[config.mk]
export PLATFORM = sky130hd
export DESIGN_NAME = prm_edge_scan_ctrl_flat
export DESIGN_NICKNAME = d
export VERILOG_FILES = /design/src/rtl/prm_edge_scan_ctrl_pkg.sv /design/src/rtl/prm_edge_scan_ctrl_if.sv /design/src/rtl/prm_edge_scan_ctrl_bitmap.sv /design/src/rtl/prm_edge_scan_ctrl.sv /design/src/flat_wrapper.sv
export SDC_FILE = /design/constraint.sdc
export NUM_CORES = 2
export LEC_CHECK = 0
export CELL_PAD_IN_SITES_DETAIL_PLACEMENT = 0
export CELL_PAD_IN_SITES_GLOBAL_PLACEMENT = 2
export CORE_MARGIN = 5
export CORE_UTILIZATION = 43
export DETAILED_ROUTE_END_ITERATION = 8
export DONT_BUFFER_PORTS = 1
export PLACE_DENSITY = 0.85
export SKIP_LAST_GASP = 1
export SYNTH_ARGS = -nofsm -noshare
export SYNTH_HDL_FRONTEND = slang
export SYNTH_SLANG_ARGS = --single-unit
[constraint.sdc]
create_clock -name clk -period 2.9 [get_ports clk]
set_input_delay 0.58 -clock clk [delete_from_list [all_inputs] [get_ports clk]]
set_output_delay 0.58 -clock clk [all_outputs]
set_load 0.02 [all_outputs]
[src/rtl/prm_edge_scan_ctrl_pkg.sv]
// Shared constants, state encoding and width helpers for the roadmap edge scan
// sequencer and its bitmap store.
package prm_scan_pkg;

  localparam int CODE_W        = 15;
  localparam int DEF_NUM_CHK   = 8;
  localparam int DEF_NUM_EDGES = 1024;
  localparam int DEF_WORD_W    = 32;

  localparam int DEF_NUM_WORDS = DEF_NUM_EDGES / DEF_WORD_W;
  localparam int DEF_IDX_W     = $clog2(DEF_NUM_EDGES);
  localparam int DEF_CNT_W     = DEF_IDX_W + 1;
  // One extra code point so an out-of-range word address can be presented.
  localparam int DEF_ADDR_W    = $clog2(DEF_NUM_WORDS + 1);

  typedef enum logic [1:0] {
    IDLE = 2'd0,
    SCAN = 2'd1,
    DONE = 2'd2
  } scan_state_t;

  function automatic logic masked_hit(input logic [DEF_NUM_CHK-1:0] mask,
                                      input logic [DEF_NUM_CHK-1:0] en);
    return |(mask & en);
  endfunction

endpackage

[src/rtl/prm_edge_scan_ctrl_if.sv]
// Edge-code stream into the scan sequencer: valid/code from the producer,
// ready back from the sequencer.
interface prm_edge_scan_ctrl_if
  import prm_scan_pkg::*;
();

  logic              in_valid;
  logic [CODE_W-1:0] in_code;
  logic              in_ready;

  modport master (
    output in_valid,
    output in_code,
    input  in_ready
  );

  modport slave (
    input  in_valid,
    input  in_code,
    output in_ready
  );

endinterface

[src/rtl/prm_edge_scan_ctrl_bitmap.sv]
// One blocked/free bit per roadmap edge: single-bit write, whole-array clear,
// combinational word read that returns zero for addresses past the last word.
module prm_edge_bitmap
  import prm_scan_pkg::*;
#(
  parameter  int NUM_EDGES = DEF_NUM_EDGES,
  parameter  int WORD_W    = DEF_WORD_W,
  localparam int IDX_W     = $clog2(NUM_EDGES),
  localparam int NUM_WORDS = NUM_EDGES / WORD_W,
  localparam int ADDR_W    = $clog2(NUM_WORDS + 1)
) (
  input  logic              clk,
  input  logic              rst,
  input  logic              clr_i,
  input  logic              wr_en_i,
  input  logic [IDX_W-1:0]  wr_idx_i,
  input  logic              wr_bit_i,
  input  logic [ADDR_W-1:0] rd_addr_i,
  output logic [WORD_W-1:0] rd_data_o
);

  logic [NUM_EDGES-1:0] bits_q;

  // bitmap storage: clear has priority over the stage-2 write
  always_ff @(posedge clk) begin
    if (rst) begin
      bits_q <= '0;
    end else if (clr_i) begin
      bits_q <= '0;
    end else if (wr_en_i) begin
      bits_q[wr_idx_i] <= wr_bit_i;
    end else begin
      bits_q <= bits_q;
    end
  end

  // word read port
  always_comb begin
    rd_data_o = '0;
    if (rd_addr_i < ADDR_W'(NUM_WORDS)) begin
      rd_data_o = bits_q[32'(rd_addr_i) * WORD_W +: WORD_W];
    end else begin
      rd_data_o = '0;
    end
  end

endmodule

[src/rtl/prm_edge_scan_ctrl.sv]
// Edge scan sequencer: streams edge codes to the obstacle checkers, folds the
// enabled checker hits into one bit per edge and counts blocked edges.
module prm_edge_scan_ctrl
  import prm_scan_pkg::*;
#(
  parameter  int NUM_CHK   = DEF_NUM_CHK,
  parameter  int NUM_EDGES = DEF_NUM_EDGES,
  parameter  int WORD_W    = DEF_WORD_W,
  localparam int IDX_W     = $clog2(NUM_EDGES),
  localparam int CNT_W     = IDX_W + 1,
  localparam int NUM_WORDS = NUM_EDGES / WORD_W,
  localparam int ADDR_W    = $clog2(NUM_WORDS + 1)
) (
  input  logic                 clk,
  input  logic                 rst,
  input  logic                 start_i,
  input  logic [NUM_CHK-1:0]   obs_en_i,
  prm_edge_scan_ctrl_if.slave  in_if,
  output logic [CODE_W-1:0]    chk_code_o,
  input  logic [NUM_CHK-1:0]   chk_mask_i,
  input  logic [ADDR_W-1:0]    rd_addr_i,
  output logic [WORD_W-1:0]    rd_data_o,
  output logic                 busy_o,
  output logic                 done_o,
  output logic [CNT_W-1:0]     blocked_cnt_o
);

  scan_state_t        state_q, state_d;
  logic [CODE_W-1:0]  chk_code_q;
  logic               v1_q;
  logic [IDX_W-1:0]   idx1_q;
  logic [CNT_W-1:0]   acc_cnt_q;
  logic [CNT_W-1:0]   blocked_cnt_q;
  logic [NUM_CHK-1:0] en_q;

  logic in_ready;
  logic start_ok;
  logic accept;
  logic scan_end;
  logic hit;

  assign accept   = in_if.in_valid & in_ready;
  assign scan_end = (acc_cnt_q == CNT_W'(NUM_EDGES)) & ~v1_q;
  assign hit      = |(chk_mask_i & en_q);

  // FSM state register
  always_ff @(posedge clk) begin
    if (rst) begin
      state_q <= IDLE;
    end else begin
      state_q <= state_d;
    end
  end

  // FSM next-state logic; start is ignored while a scan is running
  always_comb begin
    state_d = state_q;
    case (state_q)
      IDLE: begin
        if (start_i) state_d = SCAN;
        else         state_d = IDLE;
      end
      SCAN: begin
        if (scan_end) state_d = DONE;
        else          state_d = SCAN;
      end
      DONE: begin
        if (start_i) state_d = SCAN;
        else         state_d = DONE;
      end
      default: state_d = IDLE;
    endcase
  end

  // FSM outputs
  always_comb begin
    busy_o   = 1'b0;
    done_o   = 1'b0;
    start_ok = 1'b0;
    in_ready = 1'b0;
    case (state_q)
      IDLE: begin
        start_ok = start_i;
      end
      SCAN: begin
        busy_o   = 1'b1;
        in_ready = (acc_cnt_q < CNT_W'(NUM_EDGES));
      end
      DONE: begin
        done_o   = 1'b1;
        start_ok = start_i;
      end
      default: begin
        busy_o = 1'b0;
      end
    endcase
  end

  // stage 1 (code to checkers) and stage 2 (hit accumulation) pipeline
  always_ff @(posedge clk) begin
    if (rst) begin
      chk_code_q    <= '0;
      v1_q          <= 1'b0;
      idx1_q        <= '0;
      acc_cnt_q     <= '0;
      blocked_cnt_q <= '0;
      en_q          <= '0;
    end else if (start_ok) begin
      v1_q          <= 1'b0;
      acc_cnt_q     <= '0;
      blocked_cnt_q <= '0;
      en_q          <= obs_en_i;
    end else begin
      v1_q <= accept;
      if (accept) begin
        chk_code_q <= in_if.in_code;
        idx1_q     <= acc_cnt_q[IDX_W-1:0];
        acc_cnt_q  <= acc_cnt_q + CNT_W'(1);
      end
      if (v1_q) begin
        blocked_cnt_q <= blocked_cnt_q + {{(CNT_W-1){1'b0}}, hit};
      end
    end
  end

  prm_edge_bitmap #(
    .NUM_EDGES (NUM_EDGES),
    .WORD_W    (WORD_W)
  ) u_bitmap (
    .clk       (clk),
    .rst       (rst),
    .clr_i     (start_ok),
    .wr_en_i   (v1_q & ~start_ok),
    .wr_idx_i  (idx1_q),
    .wr_bit_i  (hit),
    .rd_addr_i (rd_addr_i),
    .rd_data_o (rd_data_o)
  );

  assign in_if.in_ready = in_ready;
  assign chk_code_o     = chk_code_q;
  assign blocked_cnt_o  = blocked_cnt_q;

endmodule

[src/flat_wrapper.sv]
// flat-port wrapper written by rule: the top's interface ports become plain ports
module prm_edge_scan_ctrl_flat import prm_scan_pkg::*;
#(
  parameter  int NUM_CHK   = DEF_NUM_CHK,
  parameter  int NUM_EDGES = DEF_NUM_EDGES,
  parameter  int WORD_W    = DEF_WORD_W,
  localparam int IDX_W     = $clog2(NUM_EDGES),
  localparam int CNT_W     = IDX_W + 1,
  localparam int NUM_WORDS = NUM_EDGES / WORD_W,
  localparam int ADDR_W    = $clog2(NUM_WORDS + 1)
)
  (clk, rst, start_i, obs_en_i, chk_code_o, chk_mask_i, rd_addr_i, rd_data_o, busy_o, done_o, blocked_cnt_o, in_if_in_valid, in_if_in_code, in_if_in_ready);
  prm_edge_scan_ctrl_if in_if_i ();
  input  logic clk;
  input  logic rst;
  input  logic start_i;
  input  logic [NUM_CHK-1:0] obs_en_i;
  output logic [CODE_W-1:0] chk_code_o;
  input  logic [NUM_CHK-1:0] chk_mask_i;
  input  logic [ADDR_W-1:0] rd_addr_i;
  output logic [WORD_W-1:0] rd_data_o;
  output logic busy_o;
  output logic done_o;
  output logic [CNT_W-1:0] blocked_cnt_o;
  input wire logic [$bits(in_if_i.in_valid)-1:0] in_if_in_valid;
  input wire logic [$bits(in_if_i.in_code)-1:0] in_if_in_code;
  output wire logic [$bits(in_if_i.in_ready)-1:0] in_if_in_ready;
  assign in_if_i.in_valid = in_if_in_valid;
  assign in_if_i.in_code = in_if_in_code;
  assign in_if_in_ready = in_if_i.in_ready;
  prm_edge_scan_ctrl #(.NUM_CHK(NUM_CHK), .NUM_EDGES(NUM_EDGES), .WORD_W(WORD_W)) u_core (.clk(clk), .rst(rst), .start_i(start_i), .obs_en_i(obs_en_i), .in_if(in_if_i), .chk_code_o(chk_code_o), .chk_mask_i(chk_mask_i), .rd_addr_i(rd_addr_i), .rd_data_o(rd_data_o), .busy_o(busy_o), .done_o(done_o), .blocked_cnt_o(blocked_cnt_o));
endmodule
# [Yosys cells after proc, flatten, opt, wreduce, memory -nomap -nowiden]
# Cells that the tools add are included.
[word_totals] reg_bits=1082 input_bits=41 out_inout_bits=61
[op_classes] addsub=2 n_lt_le_gt_ge=4 n_eq_ne=3 shift=1 muxes=12 bitwise_logic=6 reduce_logical=6
[op_table] op="$bwmux W1024" n=1
[op_table] op="$shiftx A1024 B12 Y32" n=1
[op_table] op="$mux W32" n=1
[op_table] op="$add A11 B1 Y11" n=1
[op_table] op="$add A11 B1 Y11 const B" n=1
[op_table] op="$eq A11 B11 Y1 const B" n=1
[op_table] op="$lt A10 B11 Y1 const B" n=1
[op_table] op="$lt A11 B11 Y1 const B" n=1
[op_table] op="$demux W1 S10" n=1
[op_table] op="$ge A10 B1 Y1 const B" n=1
[op_table] op="$and A8 B8 Y8" n=1
[op_table] op="$reduce_or A8 Y1" n=1
[op_table] op="$lt A6 B6 Y1 const B" n=1
[op_table] op="$mux W1" n=6
[op_table] op="$pmux W2 S3" n=1
[op_table] op="$mux W2" n=2
[op_table] op="$reduce_or A2 Y1" n=2
[op_table] op="$and A1 B1 Y1" n=3
[op_table] op="$eq A2 B1 Y1 const B" n=1
[op_table] op="$eq A2 B2 Y1 const B" n=1
[op_table] op="$logic_not A2 Y1" n=1
[op_table] op="$not A1 Y1" n=2
[op_table] op="$reduce_and A2 Y1" n=1
[op_table] op="$logic_and A1 B1 Y1" n=1

# [Depth between registers and ports, before layout]
[depth] depth_word=5 ltp_mapped=12 ltp_nobuf=9

# [Hierarchy]
# Synthesis repeated with hierarchy kept, for this count alone.
[unflattened] cells_unflattened=5808 area_unflattened_um2=49924.1
[by_module_without_submodules] mod="prm_edge_bitmap" instances=1 cells_each=5521 area_per_inst_um2=47533.1
[by_module_without_submodules] mod="prm_edge_scan_ctrl" instances=1 cells_each=287 area_per_inst_um2=2391.0

# [Worst setup path after synthesis]
# OpenSTA, ideal clock, no wires.
[synth_path] path_kind="input to output" startpoint="in rd_addr_i[1]" endpoint="out rd_data_o[29]" t_arrival_ns=2.145 t_required_ns=2.320 setup_slack_ns=0.175 cell_stages=8 path_buffers=4 cell_sequence="buf_4 > buf_6 > buf_6 > nor2b_1 > buf_2 > a221oi_1 > o21ai_0 > a31oi_1"
[synth_between] elab_chain_cells=2
[synth_rtl] item="start, declared" line_no="flat_wrapper.sv:20" text="input logic [ADDR_W-1:0] rd_addr_i;"
[synth_rtl] item="$shiftx A1024 B12 Y32 / $lt A6 B6 Y1 (equally long branches)" line_no="prm_edge_scan_ctrl_bitmap.sv:41, prm_edge_scan_ctrl_bitmap.sv:40"
[synth_rtl] item="$mux W32 *" line_no="prm_edge_scan_ctrl_bitmap.sv:40" text="if (rd_addr_i < ADDR_W'(NUM_WORDS)) begin"
[synth_rtl] item="end, declared" line_no="flat_wrapper.sv:21" text="output logic [WORD_W-1:0] rd_data_o;"
# Every way passes the cells marked *; elsewhere a longest branch is shown, timed or not.

# [Worst setup path in the final report]
[layout_path] startpoint="reg u_core.u_bitmap.bits_q[166]" endpoint="out rd_data_o[6]"
[layout_between] elab_chain_cells=2
[layout_rtl] item="start, declared" line_no="prm_edge_scan_ctrl_bitmap.sv:22" text="logic [NUM_EDGES-1:0] bits_q;"
[layout_rtl] item="start signal, assigned by index" line_no="prm_edge_scan_ctrl_bitmap.sv:31" text="bits_q[wr_idx_i] <= wr_bit_i;"
[layout_rtl] item="start signal, assigned" line_no="prm_edge_scan_ctrl_bitmap.sv:33" text="bits_q <= bits_q;"
[layout_rtl] item="$shiftx A1024 B12 Y32" line_no="prm_edge_scan_ctrl_bitmap.sv:41" text="rd_data_o = bits_q[32'(rd_addr_i) * WORD_W +: WORD_W];"
[layout_rtl] item="$mux W32" line_no="prm_edge_scan_ctrl_bitmap.sv:40"
# Every way passes these cells.

==> results.py <==
metrics = {
    "sta": {
        "slew_violations": 0,
        "tightest_slew_ps": 1010,
        "min_period_over_period_pct": 102,
        "rsz0062_at_grt": "true",
        "fmax_ghz": 0.339,
        "setup-violations-final": 6,
        "fin_worst_skew_ps": 82.9,
        "timing.slew.headroom_pct": 32.7,
        "min_period_ps": 2950,
        "setup_ws_ps": -51.0,
        "hold_viol_final": 0,
    },
    "synthesis": {
        "ys_seq_elements": 1082,
        "synth_fp_nets": 4889,
        "yosysSeqAreaShare_pct": 42.7,
        "synth_edf_count": 0,
        "async_flop_share_pct": 0,
        "synth_warnings": 0,
        "yosysTopAreaCell": "dfxtp_1",
        "synth_flop_cell": "dfxtp_1",
        "synthTopCellsByArea": "dfxtp_1 (43%), a311oi_1 (18%), a31oi_1 (13%)",
        "synth_top_area_share_pct": 42.7,
        "synth_cell_type_count": 56,
        "synthCells": 4844,
        "synth_area_mm2": 0.0507,
        "synth_area_per_cell_um2": 10.5,
    },
    "clock_tree": {
        "root_buffer": "clkbuf_16",
        "clk_latency_ps": 750,
        "cts_tree": "built",
        "cts_buffers": 117,
        "htreeDepth": 3,
        "clock_path_buffers": 3,
        "cts_sinks": 1082,
        "clk_pin_slew_ps": 60,
    },
    "final_layout": {
        "fin_util_pct": 48.7,
        "instances_no_fill": 6028,
        "num_antenna_cells": 0,
        "syn_to_final_growth_pct": 13.1,
        "nets": 4442,
        "mostFrequentLayoutCells": "dfxtp_1 (1066), a31oi_1 (1036), a311oi_1 (1024)",
        "layout-drive-gt1-share_pct": 19.6,
        "layout_commonest_cell": "dfxtp_1",
    },
    "setup_path": {
        "ff2ff_setup_slack_ps": 470,
        "critical_path.endpoint": "rd_data_o[6]",
        "worstPathArrival_ps": 2370,
        "rr_endpoint": "u_core.u_bitmap.bits_q[4]",
        "slowest_stage": "a221o_1",
        "cp_cell_sequence": "mux4_2 -> mux2i_4 -> a221o_1 -> a31oi_4 -> buf_6",
        "reg2reg_from": "u_core.idx1_q[6]",
        "crit_path_max_incr_delay_ps": 440,
        "cp-end-kind": "primary output",
        "cp_max_fo": 2,
        "crit_start": "u_core.u_bitmap.bits_q[166]",
        "crit_family": "compound AO/OA/AOI/OAI gates",
        "startpoint_type": "register",
        "required_ps": 2320,
        "reg2reg_depth": 5,
        "path_buf_inv": 1,
        "cp.depth": 5,
        "worstSetupPathType": "register to primary output",
    },
    "grt": {
        "grt_first_pass_wirelength_um": 274000,
        "grt_overflow_total": 0,
        "gr-usage-all-layers_pct": 27.5,
        "grt_antenna_before_repair": 1,
        "grt_max_degree": 257,
        "grt_pass1_vias": 42200,
    },
    "placed_design": {
        "post-dp-hpwl_um": 97100,
        "gp_congestion": 0.797,
        "pre_cts_ws_ps": -181,
        "dp_cells": 5804,
        "port_buffers": 0,
    },
    "hold_path": {
        "min-delay-start": "in_if_in_code[13]",
        "hold_path.class": "primary input to register",
    },
    "power": {
        "pwr_density_cell_mw_per_mm2": 576,
        "p_leak_nw": 16.3,
        "vdd.ir_drop.worst_mv": 0.557,
    },
    "run": {
        "cap_violations": 0,
    },
    "floorplan": {
        "die_h_um": 353,
        "core-area_mm2": 0.118,
        "start_util_pct": 43.1,
        "fp.dieW_um": 353,
        "row_count": 126,
        "ios": 102,
        "die_area_mm2": 0.125,
    },
    "status": {
        "status": "finished with violations",
        "failed_checks": "negative setup slack",
    },
    "detailed_routing": {
        "viasPerCell": 7.43,
        "drt-initial-drc-count": 5973,
        "routed_wl_um": 181000,
        "drc": 0,
        "routedWlPerCell_um": 30.1,
        "final_antenna_net_count": 0,
        "vias": 44800,
        "first_pass_iters": 6,
    },
}
[stage by stage]
stage               instance area, um^2  hold WS, ps  TNS (ps)  power, mW
finish                            57300         45.5      -147       33.0
global route                      57300         17.6      -413       33.9
CTS                               57200       0.0132      -573       33.1
detailed placement                52400          440      -486       17.4
global placement                  52400          440      -301       17.4
floorplan                         50700          436         0       16.8
[area by class of cell]
type	instances	area (um^2)
fillers	10500	60300
clock buffers	167	3410
multi-input cells	2882	25700
inverters	7	28.8
well taps	1536	1920
clock inverters	47	681
flip-flops and latches	1082	21700
repair buffers	307	3850
[registers in the layout, indices dropped and copies added (netlist names)]
register                cells
u_core.u_bitmap.bits_q   1024
u_core.chk_code_o          15
u_core.acc_cnt_q           11
u_core.blocked_cnt_o       11
u_core.idx1_q              10
u_core.en_q                 8
u_core.state_q              2
u_core.v1_q                 1
[how the worst min path moves through the flow]
| stage | to | slack, ps | cells after the start |
|---|---|---|---|
| after floorplan | u_core.en_q[1] | 440 | 2 |
| after CTS | u_core.chk_code_o[4] | 0.01 | 2 |
| final | u_core.chk_code_o[13] | 50 | 2 |
| after detailed placement | u_core.en_q[6] | 440 | 2 |
| after global routing | u_core.en_q[2] | 20 | 2 |
| after global placement | u_core.en_q[6] | 440 | 2 |
[worst register-to-register path, delay by kind of cell, from the launching register on]
family,cells,cell delay (ps)
buffers and inverters,1,300
AND/OR/NAND/NOR,2,1290
AO/OA/AOI/OAI,2,360
flip-flops,1,390
[timing repair]
item,4_1_cts,5_1_grt
endpoints found under the setup margin,24,21
resized for setup,92,33
setup buffers,5,0
gates cloned,0,0
hold buffers,12,0
pin swaps,11,6
hold endpoints to repair,36,0
[synth_stat cells (42+ instances only)]
cell type / count
a31oi_1: 1057
buf_4: 54
dfxtp_1: 1082
mux4_2: 224
clkbuf_1: 390
nor2_1: 48
a311oi_1: 1024
nand2_1: 97
buf_1: 75
a21oi_1: 42
buf_2: 327
mux2i_1: 130
[where the power goes]
group / internal [mW] / leakage (nW) / switching (mW) / total (mW)
clock: 9.33 / 2.01 / 6.47 / 15.8
combinational: 0.677 / 5.61 / 1.62 / 2.30
sequential: 14.9 / 8.72 / 0.0243 / 14.9
total: 24.9 / 16.3 / 8.12 / 33.0
[kinds of logic after synthesis]
kind of cell | after synthesis | synth area share (%)
compound gates | 2252 | 33.2
xor+xnor | 12 | 0.207
fa+ha+maj | 4 | 0.0988
buf+inv | 880 | 8.12
flops | 1082 | 42.7
mux | 354 | 12.5
simple gates | 260 | 3.12
[per-layer routing]
layer	vias to the layer above	global-route usage, %	part of all wire, %
li1	19500	-	-
met2	2411	42.7	45
met1	22500	38.6	42
met5	-	0	0
met4	0	9.77	3.6
met3	372	4.87	9.4
Power figures use the tool's default switching activity.
